[config.mk]
export PLATFORM = sky130hd
export DESIGN_NAME = usb_ep_status_mp
export DESIGN_NICKNAME = d
export VERILOG_FILES = /design/src/rtl/usb_ep_status_pkg.sv /design/src/rtl/usb_ep_status_ram.sv /design/src/rtl/usb_ep_status_mp.sv
export SDC_FILE = /design/constraint.sdc
export NUM_CORES = 2
export LEC_CHECK = 0
export CAP_MARGIN = 10
export CORE_MARGIN = 2
export CORE_UTILIZATION = 57
export CTS_CLUSTER_SIZE = 16
export DETAILED_ROUTE_END_ITERATION = 8
export GPL_ROUTABILITY_DRIVEN = 0
export MAX_ROUTING_LAYER = met4
export PLACE_DENSITY = 0.76
export SYNTH_ARGS = -nofsm -noshare
export SYNTH_HDL_FRONTEND = slang
export SYNTH_SLANG_ARGS = --single-unit
[constraint.sdc]
create_clock -name clk -period 5.3 [get_ports clk]
set_input_delay 0.53 -clock clk [delete_from_list [all_inputs] [get_ports clk]]
set_output_delay 0.53 -clock clk [all_outputs]
set_load 0.02 [all_outputs]
[src/rtl/usb_ep_status_pkg.sv]
`default_nettype none
// ---------------------------------------------------------------------------
// usb_ep_status_pkg: opcodes, clear-sweep states and the RMW apply function
// Rev 1.0
// ---------------------------------------------------------------------------
package usb_ep_status_pkg;

  localparam int MAX_DW = 64;

  localparam logic [1:0] OP_READ  = 2'b00;
  localparam logic [1:0] OP_WRITE = 2'b01;
  localparam logic [1:0] OP_SET   = 2'b10;
  localparam logic [1:0] OP_CLR   = 2'b11;

  typedef enum logic [0:0] {
    ST_IDLE  = 1'b0,
    ST_CLEAR = 1'b1
  } clr_state_t;

  // Callers zero-extend to MAX_DW and truncate the result back to their width.
  function automatic logic [MAX_DW-1:0] op_apply(input logic [MAX_DW-1:0] old,
                                                 input logic [MAX_DW-1:0] din,
                                                 input logic [1:0]        op);
    logic [MAX_DW-1:0] res;
    case (op)
      OP_WRITE: res = din;
      OP_SET:   res = old | din;
      OP_CLR:   res = old & ~din;
      default:  res = old;
    endcase
    return res;
  endfunction

endpackage
`default_nettype wire

[src/rtl/usb_ep_status_ram.sv]
`default_nettype none
// ---------------------------------------------------------------------------
// usb_ep_status_ram: 1R1W synchronous RAM, read-before-write on same address
// Rev 1.0
// ---------------------------------------------------------------------------
module usb_ep_status_ram
  import usb_ep_status_pkg::*;
#(
  parameter int AW = 8,
  parameter int DW = 16
) (
  input  logic          clk,
  input  logic          we,
  input  logic [AW-1:0] waddr,
  input  logic [DW-1:0] wdata,
  input  logic          re,
  input  logic [AW-1:0] raddr,
  output logic [DW-1:0] rdata
);

`ifdef USB_ARCH_ICE40
  (* ram_style = "block" *) logic [DW-1:0] mem [0:(1<<AW)-1];
`else
  logic [DW-1:0] mem [0:(1<<AW)-1];
`endif

  always_ff @(posedge clk) begin
    if (we) begin
      mem[waddr] <= wdata;
    end
    if (re) begin
      rdata <= mem[raddr];
    end
  end

endmodule
`default_nettype wire

[src/rtl/usb_ep_status_mp.sv]
`default_nettype none
// ---------------------------------------------------------------------------
// usb_ep_status_mp: N-port endpoint status table with atomic RMW and clear sweep
// Rev 1.0
// ---------------------------------------------------------------------------
module usb_ep_status_mp
  import usb_ep_status_pkg::*;
#(
  parameter int N_PORTS        = 2,
  parameter int AW             = 8,
  parameter int DW             = 16,
  parameter int CLEAR_ON_RESET = 1
) (
  input  logic                  clk,
  input  logic                  rst,
  input  logic [N_PORTS-1:0]    req,
  input  logic [2*N_PORTS-1:0]  op,
  input  logic [N_PORTS-1:0]    zero,
  input  logic [AW*N_PORTS-1:0] addr,
  input  logic [DW*N_PORTS-1:0] din,
  output logic [N_PORTS-1:0]    ready,
  output logic [DW*N_PORTS-1:0] dout,
  output logic [N_PORTS-1:0]    dout_valid,
  output logic                  busy
);

  localparam int PW = (N_PORTS > 1) ? $clog2(N_PORTS) : 1;

  logic          accept;
  logic [PW-1:0] gnt;
  logic          arb_blocked;

  // Fixed priority: a port is blocked by any lower-index request.
  always_comb begin
    ready       = '0;
    accept      = 1'b0;
    gnt         = '0;
    arb_blocked = busy;
    for (int i = 0; i < N_PORTS; i++) begin
      ready[i] = ~arb_blocked;
      if (req[i] && !arb_blocked) begin
        accept = 1'b1;
        gnt    = PW'(i);
      end
      arb_blocked = arb_blocked | req[i];
    end
  end

  logic          s1_valid;
  logic [PW-1:0] s1_port;
  logic [1:0]    s1_op;
  logic [AW-1:0] s1_addr;
  logic [DW-1:0] s1_din;
  logic          s1_zero;

  always_ff @(posedge clk) begin
    if (rst) begin
      s1_valid <= 1'b0;
    end else begin
      s1_valid <= accept;
    end
    if (accept) begin
      s1_port <= gnt;
      s1_op   <= op[2*gnt +: 2];
      s1_addr <= addr[AW*gnt +: AW];
      s1_din  <= din[DW*gnt +: DW];
      s1_zero <= zero[gnt];
    end
  end

  logic          s2_valid;
  logic [PW-1:0] s2_port;
  logic [1:0]    s2_op;
  logic [AW-1:0] s2_addr;
  logic [DW-1:0] s2_din;
  logic          s2_zero;
  logic          byp_valid;
  logic [DW-1:0] byp_data;
  logic [DW-1:0] ram_q;
  logic [DW-1:0] old_2;
  logic [DW-1:0] new_2;
  logic [DW-1:0] ret_2;
  logic          we_2;

  assign old_2 = byp_valid ? byp_data : ram_q;
  assign new_2 = DW'(op_apply(MAX_DW'(old_2), MAX_DW'(s2_din), s2_op));
  assign ret_2 = s2_zero ? '0 : old_2;
  assign we_2  = s2_valid & (s2_op != OP_READ) & ~rst;

  // The RAM read issued alongside an S2 write to the same word returns the
  // stale value, so the fresh result is forwarded into the next S2.
  always_ff @(posedge clk) begin
    if (rst) begin
      s2_valid  <= 1'b0;
      byp_valid <= 1'b0;
    end else begin
      s2_valid  <= s1_valid;
      byp_valid <= s1_valid & we_2 & (s1_addr == s2_addr);
    end
    byp_data <= new_2;
    s2_port  <= s1_port;
    s2_op    <= s1_op;
    s2_addr  <= s1_addr;
    s2_din   <= s1_din;
    s2_zero  <= s1_zero;
  end

  logic [N_PORTS-1:0][DW-1:0] dout_r;

  always_ff @(posedge clk) begin
    if (rst) begin
      dout_r     <= '0;
      dout_valid <= '0;
    end else begin
      dout_valid <= '0;
      if (s2_valid) begin
        dout_valid[s2_port] <= 1'b1;
        dout_r[s2_port]     <= ret_2;
      end
    end
  end

  assign dout = dout_r;

  logic          clr_we;
  logic [AW-1:0] clr_addr;

  generate
    if (CLEAR_ON_RESET != 0) begin : g_clear
      clr_state_t    state;
      clr_state_t    state_nxt;
      logic [AW-1:0] cnt;
      logic [AW-1:0] cnt_nxt;

      always_ff @(posedge clk) begin
        if (rst) begin
          state <= ST_CLEAR;
          cnt   <= '0;
        end else begin
          state <= state_nxt;
          cnt   <= cnt_nxt;
        end
      end

      always_comb begin
        state_nxt = state;
        cnt_nxt   = cnt;
        case (state)
          ST_IDLE: state_nxt = ST_IDLE;
          ST_CLEAR: begin
            cnt_nxt = cnt + AW'(1);
            if (cnt == {AW{1'b1}}) begin
              state_nxt = ST_IDLE;
            end
          end
          default: state_nxt = ST_IDLE;
        endcase
      end

      assign busy     = (state == ST_CLEAR);
      assign clr_we   = busy;
      assign clr_addr = cnt;
    end else begin : g_no_clear
      assign busy     = 1'b0;
      assign clr_we   = 1'b0;
      assign clr_addr = '0;
    end
  endgenerate

  logic          ram_we;
  logic [AW-1:0] ram_waddr;
  logic [DW-1:0] ram_wdata;

  assign ram_we    = clr_we | we_2;
  assign ram_waddr = clr_we ? clr_addr : s2_addr;
  assign ram_wdata = clr_we ? '0 : new_2;

  usb_ep_status_ram #(
    .AW(AW),
    .DW(DW)
  ) u_ram (
    .clk  (clk),
    .we   (ram_we),
    .waddr(ram_waddr),
    .wdata(ram_wdata),
    .re   (s1_valid),
    .raddr(s1_addr),
    .rdata(ram_q)
  );

endmodule
`default_nettype wire

# ---- Yosys cells after proc, flatten, opt, wreduce, memory -nomap -nowiden
# Memory sizes are Yosys's and may differ from the RTL's. A register that Yosys moved wholly into a read port is not among the register bits.
# Index checks and enable logic that the tools add are counted.
dict set report totals {
  out_inout_bits 37
  mem_count 1
  latch_bits 0
  word_cells 71
  mem_bits_ro 0
  reg_bits 118
  mem_bits_rw 4096
  inputBits 58
}
dict set report op_classes {
  n_mux 19
  reduce_logical 7
  div_mod_pow 0
  n_lt_le_gt_ge 3
  shift 3
  bitwise 13
  multipliers 0
  n_eq_ne 5
  n_addsub 1
}
# memory words word_bits rd rd_clocked_by_memory_dff write_ports line
set mem_list {}
lappend mem_list {u_ram.mem 256 16 1 1 1 usb_ep_status_ram.sv:24} ;# logic [DW-1:0] mem [0:(1<<AW)-1];
# cell count
set ops {}
lappend ops {{16-bit 2-to-1 mux} 4}
lappend ops {{16-bit case mux with 3 select lines} 1}
lappend ops {{32-bit bitwise mux} 1}
lappend ops {{32-bit by 6-bit variable part select with 16-bit output} 1}
lappend ops {{16-bit bitwise AND} 1}
lappend ops {{16-bit demux with 1-bit select} 1}
lappend ops {{16-bit NOT} 1}
lappend ops {{16-bit OR} 1}
lappend ops {{16-bit by 5-bit variable part select with 8-bit output} 1}
lappend ops {{1-bit 2-to-1 mux} 9}
lappend ops {{8-bit by 1-bit adder with 8-bit output, second input constant} 1}
lappend ops {{8-bit == test} 1}
lappend ops {{8-bit == test, second input constant} 1}
lappend ops {{8-bit 2-to-1 mux} 1}
lappend ops {{1-bit bitwise AND} 4}
lappend ops {{2-bit == test, second input constant} 2}
lappend ops {{1-bit by 2-bit less-than comparator with 1-bit output, second input constant} 2}
lappend ops {{1-bit NOT} 4}
lappend ops {{4-bit by 3-bit variable part select with 2-bit output} 1}
lappend ops {{1-bit logical AND} 3}
lappend ops {{2-bit by 1-bit == test with 1-bit output, second input constant} 1}
lappend ops {{1-bit logical NOT} 2}
lappend ops {{1-bit OR} 2}
lappend ops {{1-bit case mux with 2 select lines} 1}
lappend ops {{4 further kinds} 4}

# ---- Logic depth before layout (Yosys ltp)
dict set report logic_depth {
  ltp_word 6
  mapped_depth 13
  ltp_nobuf 7
}

# ---- Modules after synthesis
# From an unflattened synthesis, not the netlist that was laid out.
dict set report hier_totals {
  hier_cells 7756
  area_unflattened_um2 163439.3
}
# module n_inst area_each_um2 cells_each seq_area_each_um2
set modules_own_cells {}
lappend modules_own_cells {usb_ep_status_ram 1 158874.9 7360 123478.4}
lappend modules_own_cells {usb_ep_status_mp 1 4564.4 396 2642.5}

# ---- Worst setup path before layout
# No wires, ideal clock.
dict set report synth_timing {
  path_kind {reg2reg}
  startpoint {reg byp_valid}
  endpoint {mem u_ram.mem[0][10] (data pin)}
  path_stages_with_launch 8
  required_ns 4.428
  arrival_time_ns 4.904
  setup_time_ns 0.872
  path_slack_ns -0.475
  path_buffers 2
  synth_period_minus_slack_ns 5.775
  path_cell_list {dfxtp_1 -> clkbuf_1 -> clkbuf_1 -> mux2i_1 -> mux2i_1 -> nand2_1 -> o211ai_1 -> and2_1}
}
dict set report synth_between {
  elab_chain_cells 4
  word_cells_on_any_way 5
  cone_classes {mux: 3; bitwise: 2}
}
# element line
set synth_rtl {}
lappend synth_rtl {{from (decl)} usb_ep_status_mp.sv:77} ;# logic byp_valid;
lappend synth_rtl {{from (signal assigned)} usb_ep_status_mp.sv:98} ;# byp_valid <= s1_valid & we_2 & (s1_addr == s2_addr);
lappend synth_rtl {{16-bit 2-to-1 mux (*)} usb_ep_status_mp.sv:85} ;# assign old_2 = byp_valid ? byp_data : ram_q;
lappend synth_rtl {{16-bit bitwise AND / 16-bit OR (equally long branches)} {usb_ep_status_pkg.sv:28, usb_ep_status_pkg.sv:27}}
lappend synth_rtl {{16-bit case mux with 3 select lines (*)} usb_ep_status_pkg.sv:25} ;# case (op)
lappend synth_rtl {{named net new_2[10]} usb_ep_status_mp.sv:81} ;# logic [DW-1:0] new_2;
lappend synth_rtl {{16-bit 2-to-1 mux (*)} usb_ep_status_mp.sv:176} ;# assign ram_wdata = clr_we ? '0 : new_2;
lappend synth_rtl {{named net ram_wdata[10]} usb_ep_status_mp.sv:172} ;# logic [DW-1:0] ram_wdata;
lappend synth_rtl {{to (decl)} usb_ep_status_ram.sv:24}
# The timed path passes the listed nets; every way through them passes the cells marked *.

==> key figures <==
Synth
  – Synthesized net count: 7889
  – YS warnings: 0
  – Synth cell types: 63
  – Area leader, netlist: edfxtp_1
  – Area contributors post-synth: edfxtp_1 (76%), mux4_2 (11%), mux2i_1 (3.9%)
  – #FFs+latches synth: 4230
  – Yosys top cell area share: 0.757
  – Top post-synthesis cells by count: edfxtp_1 (4140), mux4_2 (792), mux2i_1 (648)
  – Count leader, synth: edfxtp_1
  – EDFF count, synth: 4140
  – Post-synthesis cell count: 7830
  – Mapped Area: 164000 um^2
  – Async SR Flop Fraction: 0
  – Post-synthesis sequential area ratio: 0.768
  – Mean Syn Cell Area: 21.0 um^2
  – Synth Flop Type: edfxtp_1

Critical path
  – Critical path class: reg2reg
  – Worst path cell trace: buf_12, buf_12, buf_4, mux4_2, mux2i_1, o22ai_1, nor3_1, a22o_1, nor4_2
  – CP Data Arrival Time: 5.35 ns
  – Slowest stage cell, crit path: nor3_1
  – Critical path startpoint category: flip-flop
  – CP Data Required Time: just under 6 ns
  – Top cell by count, worst path: buf_12
  – Crit-path max FO: 48
  – Largest stage delay, worst path: 1.03 ns
  – Worst Setup End Kind: flip-flop

Timing
  – Max_slew headroom: 0.103
  – Setup violators final: 0
  – Worst slew pin tran: ~1.3 ns
  – Setup TNS: 0 ns
  – RSZ-0062 raised after global routing: no
  – Max Slew Vio Count: 0
  – Crit share post-route: 0.886
  – Minimum clock period: 4.69 ns
  – Max Fclk: 213 MHz
  – Hold Fails Final Rpt: 0
  – Final clock skew: 0.0850 ns

CTS
  – Num CTS Buffers: 401
  – Postcts setup bufs: 0
  – CTS Buffer Depth: 4
  – Hold buffer count at cts: 1
  – Reg clk slew, reported paths: 0.06 ns
  – Sink Count: about 4.2k
  – CTS tree: yes
  – Worst-Skew Late Latency: 0.97 ns
  – PostCTS Resize Cnt: 0
  – Clock root buffer: clkbuf_16
  – CTS H-tree lvls: 5

Worst hold path
  – Hold Path Class: in2reg

Route
  – Pre-antenna DRT Iters: 8
  – DR vias: 86.2k
  – Avg Vias per Cell: 6.91
  – Total wire length: 434000 um
  – DR iter-0 viols: 13.6k
  – Antenna viol nets, final: 0
  – Wire length per cell: 34.8 um
  – # DRC: 0

Finish
  – Seq. cell area: around 130000 um^2
  – # fillers: 18.0k
  – Layout cells sized above 1: 0.224
  – Nets: 8407
  – Multi-input logic area: 34900 um^2
  – Synthesis-to-finish area growth: 12.2%

Floorplanning
  – Die width: 541 um
  – Core Rows: 197
  – Number of I/O pins: 95
  – Total die area: between 200000 and 300000 um^2
  – Core area: ~290000 um^2
  – Initial core utilization: 0.571
  – Die span in y: 541 um

Run status
  – Outcome: complete, no violations

Power
  – Static Leak: 68.9 nW
  – Worst IR Drop VDD: roughly 0.36 mV
  – Power Density: 352 nW/um^2
  – Power Total: 64.8 mW

Job
  – Maxcap violations: 0

Global routing
  – Number of global-route vias before repair: 84.0k
  – Total grt overflow: 0
  – Antenna violations before repair: 16
  – First-pass GRT wire length: roughly 620000 um
  – Largest net degree at the start of global routing: 150
  – Total GRT Usage: 0.303

Placed design
  – Buffers on Ports: 94
  – Final HPWL DP: 253000 um
==> layout by cell type (no fill, tap or decap), types with 64 or more instances in the layout <==
master / n
a21oi_1: 158
buf_12: 69
buf_4: 423
clkbuf_1: 64
clkbuf_16: 406
clkdlybuf4s50_1: 93
clkinv_1: 108
clkinv_2: 70
dfxtp_1: 90
edfxtp_1: 4140
mux2i_1: 648
mux4_2: 792
nand2_1: 164
nor2_1: 340
nor3_1: 163
o221ai_1: 218
o22ai_1: 187
==> critical path: cells and delay by family, from the launching register on <==
family	cells	cell delay [ns]
simple gates	2	1.13
mux	2	0.89
compound gates	2	0.78
flops	1	0.44
buf+inv	3	1.02
==> where the power goes <==
| group | internal (mW) | switching, mW | leakage [nW] |
|---|---|---|---|
| clock network | 16.1 | 12.2 | 6.28 |
| registers | 36.2 | 0.0117 | 48.5 |
| logic | 0.0806 | 0.146 | 14.2 |
| total | 52.4 | 12.4 | 68.9 |
==> worst paths after layout <==
check / startpoint / endpoint / slack, ns / cells after the start
worst max-delay path: s1_addr[0] / u_ram.rdata[12] / 0.61 / 9
worst min-delay path: zero[1] / s1_zero / 0.30 / 2
worst max register to register: s1_addr[0] / u_ram.rdata[12] / 0.61 / 9
worst min register to register: s1_din[13] / s2_din[13] / 0.34 / 0
==> cell type report <==
class / count / share of cell area
Sequential cell: 4230 / 0.684
Tap cell: 3781 / 0.0257
Clock inverter: 250 / 0.0132
Inverter: 12 / 0.000299
Clock buffer: 472 / 0.0566
Antenna cell: 17 / 0.000231
Multi-Input combinational cell: 3113 / 0.189
Timing Repair Buffer: 590 / 0.0302
==> state kept, by name, indices dropped and copies added, names as in the netlist <==
name         cells
busy             1
byp_data        16
byp_valid        1
clr_addr         8
dout            32
dout_valid       2
s1_addr          8
s1_din          16
s1_op            2
s1_port          1
s1_valid         1
s1_zero          1
s2_addr          8
s2_din          16
s2_op            2
s2_port          1
s2_valid         1
s2_zero          1
u_ram.mem     4096
u_ram.rdata     16
==> metrics by stage <==
stage	cells	util	setup WS (ns)	hold slack, ns	area [um^2]
finish	12500	0.641	0.607	0.300	184000
floorplan	7830	-	0.0605	0.323	164000
detailed placement	11700	0.596	0.790	0.328	171000
global route	12500	0.641	0.629	0.293	184000
global placement	11700	0.596	0.798	0.326	171000
CTS	12400	0.641	0.707	0.284	184000
==> kinds of logic after synthesis <==
kind of cell	Yosys count	synth area share
flip-flops	4230	0.768
multiplexers	1518	0.156
AND/OR/NAND/NOR	801	0.0216
AO/OA/AOI/OAI	780	0.0334
buffers and inverters	487	0.0204
XOR/XNOR	13	0.000693
adder cells (fa/ha/maj)	1	0.0000762
==> layer usage <==
| metal | global-route usage | share of wire | vias up | routed length, um |
|---|---|---|---|---|
| li1 | - | - | 33900 | - |
| met1 | 0.401 | 0.36 | 44700 | 155000 |
| met2 | 0.459 | 0.48 | 6507 | 206000 |
| met3 | 0.0642 | 0.11 | 1028 | 49600 |
| met4 | 0.137 | 0.053 | 0 | 23200 |
| met5 | - | 0 | - | 0 |
(Power assumes the default switching activity.)
